### src/rtl/secure_pkg.sv
// Shared definitions for the secure GCD/RSA datapath blocks.
// Holds the mul_add state encoding and its fixed latency for schedulers.
package secure_pkg;

  typedef enum logic [1:0] {
    MA_IDLE = 2'd0,
    MA_CALC = 2'd1,
    MA_DONE = 2'd2
  } ma_state_t;

  // Cycles from the accepting edge to the finish pulse, for any operands.
  function automatic int MUL_ADD_LATENCY(input int width);
    return width + 1;
  endfunction

endpackage

### src/rtl/mul_add.sv
// Constant-time dividend = quotient * divisor + remainder.
// Every CALC step adds the masked multiplicand, so latency never depends on operand values.
module mul_add
  import secure_pkg::*;
#(
  parameter int WIDTH = 16
) (
  input  logic                 clk,
  input  logic                 rst,
  input  logic                 start,
  input  logic [WIDTH-1:0]     quotient,
  input  logic [WIDTH-1:0]     divisor,
  input  logic [WIDTH-1:0]     remainder,
  output logic [2*WIDTH-1:0]   dividend,
  output logic                 fits,
  output logic                 busy,
  output logic                 finish
);

  localparam int CW = (WIDTH > 1) ? $clog2(WIDTH) : 1;
  localparam logic [CW-1:0] LAST_STEP = CW'(WIDTH - 1);

  ma_state_t            state;
  logic [WIDTH-1:0]     q_reg;
  logic [2*WIDTH-1:0]   mcand;
  logic [2*WIDTH-1:0]   acc;
  logic [CW-1:0]        step;
  logic [2*WIDTH-1:0]   addend;

  // The quotient bit masks the addend instead of gating the add itself.
  assign addend = mcand & {(2*WIDTH){q_reg[step]}};

  always_ff @(posedge clk) begin
    if (rst) begin
      state    <= MA_IDLE;
      q_reg    <= '0;
      mcand    <= '0;
      acc      <= '0;
      step     <= '0;
      dividend <= '0;
      fits     <= 1'b1;
      busy     <= 1'b0;
      finish   <= 1'b0;
    end else begin
      finish <= 1'b0;
      case (state)
        MA_IDLE: begin
          if (start) begin
            state <= MA_CALC;
            q_reg <= quotient;
            mcand <= {{WIDTH{1'b0}}, divisor};
            acc   <= {{WIDTH{1'b0}}, remainder};
            step  <= '0;
            busy  <= 1'b1;
          end
        end
        MA_CALC: begin
          acc   <= acc + addend;
          mcand <= mcand << 1;
          if (step == LAST_STEP) begin
            state <= MA_DONE;
          end else begin
            step <= step + CW'(1);
          end
        end
        MA_DONE: begin
          dividend <= acc;
          fits     <= (acc[2*WIDTH-1:WIDTH] == '0);
          finish   <= 1'b1;
          busy     <= 1'b0;
          state    <= MA_IDLE;
        end
        default: begin
          state <= MA_IDLE;
        end
      endcase
    end
  end

endmodule

### config.mk
export PLATFORM = sky130hd
export DESIGN_NAME = mul_add
export DESIGN_NICKNAME = d
export VERILOG_FILES = /design/src/rtl/secure_pkg.sv /design/src/rtl/mul_add.sv
export SDC_FILE = /design/constraint.sdc
export NUM_CORES = 1
export LEC_CHECK = 0
export ABC_AREA = 1
export BUFFER_PORTS_ARGS = -buffer_cell sky130_fd_sc_hd__buf_2
export CORE_ASPECT_RATIO = 1.1
export CORE_MARGIN = 2
export CORE_UTILIZATION = 25
export DETAILED_ROUTE_END_ITERATION = 6
export SLEW_MARGIN = 20
export SYNTH_ARGS = -nofsm -noshare
export SYNTH_HDL_FRONTEND = slang
export SYNTH_SLANG_ARGS = --single-unit
### constraint.sdc
create_clock -name clk -period 8.2 [get_ports clk]
set_input_delay 0.82 -clock clk [delete_from_list [all_inputs] [get_ports clk]]
set_output_delay 0.82 -clock clk [all_outputs]
set_load 0.02 [all_outputs]
Yosys cells after proc, flatten, opt, wreduce, memory -nomap -nowiden

Index checks and enable logic that the tools add are counted.
W data, S select, Z words.

Register bits: 121
Output and inout port bits: 35
Logic and storage cells: 43
Input bits: 51

Muxes and demuxes: 15
Bitwise operators: 1
Order comparisons: 1
Add/subtract/negate cells: 2
Equality and inequality tests: 6
Reduce and logical (&&, ||, !) cells: 9

Operators by type and width:

| kind                  | number |
|---|---|
| $pmux W32 S2          | 2 |
| $mux W32              | 2 |
| $add A32 B32 Y32      | 1 |
| $and A32 B32 Y32      | 1 |
| $logic_not A16 Y1     | 1 |
| $mux W4               | 2 |
| $pmux W4 S2           | 1 |
| $reduce_and A2 Y1     | 4 |
| $ne A2 B2 Y1 const B  | 3 |
| $lt A4 B5 Y1 const B  | 1 |
| $add A4 B1 Y4 const B | 1 |
| $bmux W1 S4           | 1 |
| $eq A4 B4 Y1 const B  | 1 |
| $mux W2               | 2 |
| $pmux W2 S2           | 1 |
| $reduce_bool A2 Y1    | 2 |
| $mux W1               | 3 |
| $reduce_and A3 Y1     | 1 |
| $eq A2 B1 Y1 const B  | 1 |
| $eq A2 B2 Y1 const B  | 1 |
| $logic_not A2 Y1      | 1 |
| $pmux W1 S2           | 1 |

Depth between registers and ports, before layout

Depth in word-level cells: 5
Depth in mapped cells: 24

Worst setup path after synthesis

No wires, ideal clock.

Path kind: reg2reg
From: register step[0]
To: register acc[9]
Arrival time: 2.433 ns
Buffers on the path: 2
Setup slack: 5.634 ns
Library setup time: 0.132 ns
Stages on the path, launching flop included: 19
Cells stage by stage: dfxtp_1 > buf_2 > nand2_1 > o21ai_0 > nand2_1 > nand3_1 > nand3_1 > nand2_1 > inv_1 > buf_2 > nor2_1 > ha_1 > nand3_1 > nand3_1 > a21oi_2 > o21ai_1 > xor2_1 > o21ai_0 > a21oi_1

Cells in the longest elaborated chain, start to end: 5

RTL lines:

| what                          | line          | source |
|---|---|---|
| start: declaration            | mul_add.sv:27 | `logic [CW-1:0] step;` |
| start signal: assignment      | mul_add.sv:63 | `step <= step + CW'(1);` |
| $bmux W1 S4                   | mul_add.sv:31 | `assign addend = mcand & {(2*WIDTH){q_reg[step]}};` |
| $mux W1 (not written as such) | mul_add.sv:31 |  |
| $and A32 B32 Y32              | mul_add.sv:31 |  |
| $add A32 B32 Y32              | mul_add.sv:58 | `acc <= acc + addend;` |
| $pmux W32 S2                  | mul_add.sv:46 | `case (state)` |
| end signal: assignment        | mul_add.sv:52 | `acc <= {{WIDTH{1'b0}}, remainder};` |
| end signal: assignment        | mul_add.sv:58 |  |
| end: declaration              | mul_add.sv:26 | `logic [2*WIDTH-1:0] acc;` |

No other way between the ends. The select of a mux whose other input is x is not followed.
A chain may end at the register's enable or synchronous reset.

Worst setup path after layout

From: register step[0]
To: register acc[20]

The elaborated chain is that of the path after synthesis.

==> results.md <==
* Via/cell ratio at 4.67
* F_max at 259 MHz
* Synth unique cells at 41
* DP HPWL at 15500 um
* Synth Instances at 1017
* RSZ-0062 raised after global routing: no
* Asr flop ratio synth at 0%
* Syn Nets at 1101
* Share of layout cells above drive strength 1 at 17.2%
* Pins Over Slew Limit at 0
* Maximum fanout along the worst path at 31
* Prevailing post-synth register cell: dfxtp_1
* Worst Setup Start Kind: flip-flop
* Util after Layout at 30.0%
* Total negative slack at 0 ps
* Clock Latency Late Sink at 430 ps
* Synth top area share at 34.9%
* TritonCTS buffer count at 17
* IO Pins at 86
* Post-route ant nets at 0
* Drt initial violations at 323
* Post-synthesis cell area at 6950 um^2
* Reg2Reg Depth at 18
* Reg-to-reg critical path endpoint: acc[20]
* Final Net Count at 1169
* Count leader, synth: nor2_1
* Max cap viols at 0
* Layout area overhead at 18.9%
* Largest registers: acc (32), dividend (32), mcand (32)
* Crit path DAT at 4150 ps
* Fin crit share at 47.1%
* H-tree Lvls at 4
* # clock sinks at 121
* Flops & latches, synth at 121
* PortBufs at 85
* Top cells by area, synth: dfxtp_1, nor2_1, nand2_1
* CP Class: reg2reg
* DRC Markers at 0
* Die Y at 179 um
* Syn avg cell area at 6.83 um^2
* Hold Vio Cnt, Final at 0
* Core Area at 27500 um^2
* CP peak stage delay at 810 ps
* Ys Warns at 0
* Clock skew at 11.7 ps
* RD Place Congestion at 0.937
* Crit-path slowest cell: inv_1
* CTS Buffer Depth at 2
* Hold_sp: dividend[29]
* Maximum vdd drop at 141 uV
* Worst Hold Endpoint: dividend[29]
* Reg-to-reg slack, setup at 4340 ps
* Yosys top cell by area: dfxtp_1
* # setup viols final at 0
* Antenna diodes at 0
* Pin count of the biggest net entering global routing at 68
* Crit. End Element: flip-flop
* Most common library cells after synthesis: nor2_1, nand2_1, dfxtp_1
* Post-CTS setup buffer count at 0
* P_leak at 0.00373 uW
* CTS tree: yes
* Die area at 29100 um^2
* Cell Chain, Critical Path: inv_1 > nand2_1 > nand3_1 > nand3_1 > nand3_1 > nand2_1 > inv_1 > nor2_1 > ha_1 > nand2_1 > inv_1 > nand2_1 > nor3_2 > nand4_1 > nand3_1 > a21oi_1 > o21ai_0 > a21oi_1
* EDFF count, synth at 0
* Slew headroom at 27.7%
* Post-Route WL at 21600 um
* Hold_buf cts at 0
* CP bufs+invs at 3
* First-pass GRT wire length at 34700 um
* Post-cts gate resize count at 0
* Worst Hold Class: reg2reg
* Total global-route track usage at 15.2%
* Initial antenna violation count at 0
* Family with the most delay on the worst path: simple AND/OR/NAND/NOR gates
* Row count at 64
* Clock transition at path regs at 70 ps
* Outcome: complete, no violations
* Pre-antenna DRT Iters at 5
* Worst hold stages at 2
* Power Density at 186 nW/um^2
* Reg2Reg Launch Point: step[0]
* Clk root buf: clkbuf_16
* Fill cells at 3054
* WL/cell at 14.8 um
* Seq/Total Area, Yosys at 34.9%
* Via Count at 6823
* Initial Utilization at 25.2%
* Remaining Overflow, GRT at 0
* Slew @ Worst Pin at 1080 ps
* CP required at 8490 ps
* Vias in the first global route at 6590
* Die width at 163 um
* Crit path time final at 3860 ps
stage by stage:
stage / setup slack [ps] / power, uW / instances / cell area, um^2 / hold WS (ps)
after floorplan: 5630 / 765 / 1017 / 6950 / 424
after global placement: 4400 / 814 / 1429 / 7690 / 451
after detailed placement: 4320 / 816 / 1429 / 7690 / 451
after CTS: 4300 / 1550 / 1461 / 8260 / 460
after global routing: 3870 / 1600 / 1461 / 8260 / 479
final: 4340 / 1540 / 1461 / 8260 / 457
worst reg2reg max path, cell delays in order (launching register included):
cell	delay [ps]
dfxtp_1	420
inv_1	240
nand2_1	80
nand3_1	70
nand3_1	70
nand3_1	90
nand2_1	110
inv_1	810
nor2_1	160
ha_1	420
nand2_1	130
inv_1	70
nand2_1	150
nor3_2	260
nand4_1	150
nand3_1	200
a21oi_1	80
o21ai_0	120
a21oi_1	80
how the worst max path moves through the flow:
stage | cells past startpoint | startpoint | end | slack (ps)
finish | 18 | step[0] | acc[20] | 4340
global route | 19 | step[0] | acc[16] | 3870
CTS | 17 | step[0] | acc[12] | 4300
detailed placement | 19 | step[0] | acc[16] | 4320
global placement | 19 | step[0] | acc[16] | 4400
floorplan | 18 | step[0] | acc[9] | 5630
power by group:
group	total, uW	internal (uW)	switching (uW)
clock network	735	425	310
logic	176	56.2	120
registers	627	612	15.2
layout by cell type (no fill, tap or decap), types with 6 or more instances in the layout:
cell       synthesis  final
nor3_1             6      6
nand2_2           15     15
nor2_2             8      8
nor2_1           178    178
a21oi_1           85     85
xor2_1            10     10
clkbuf_16          0     17
o21ai_1           12     12
o21bai_1           7      7
o32ai_1           15     15
o21ai_0           84     84
nand2_1          176    176
buf_4              2      7
dfxtp_1          121    121
a21oi_2            7      7
a211oi_1          15     15
nand3_1           52     52
inv_1             90     89
ha_1              32     32
inv_2             11     12
nand4_1            6      6
buf_2             14     85
final cells by class:
type	instances	area [um^2]	area share [%]
tap	363	454	5.50
clock inverter	14	140	1.70
sequential	121	2420	29.3
clock buffer	18	429	5.19
multi-input combinational	751	3960	47.9
inverter	102	383	4.63
timing repair buffer	92	478	5.78
routing by layer:
| metal | routed length [um] | track usage [%] | vias up |
|---|---|---|---|
| li1 | - | - | 3514 |
| met1 | 10300 | 19.4 | 3154 |
| met2 | 9850 | 24.7 | 135 |
| met3 | 1170 | 4.14 | 20 |
| met4 | 320 | 5.09 | 0 |
| met5 | 0 | 0 | - |
logic make-up after synthesis:
logic type	share of synthesized area [%]
and+or+nand+nor	30.2
AOI/OAI and AO/OA	19.5
buffers and inverters	8.19
DFF	34.9
adders and majority gates	6.05
xor gates and xnor gates	1.26
No activity file was read; power rests on OpenSTA's default activity.
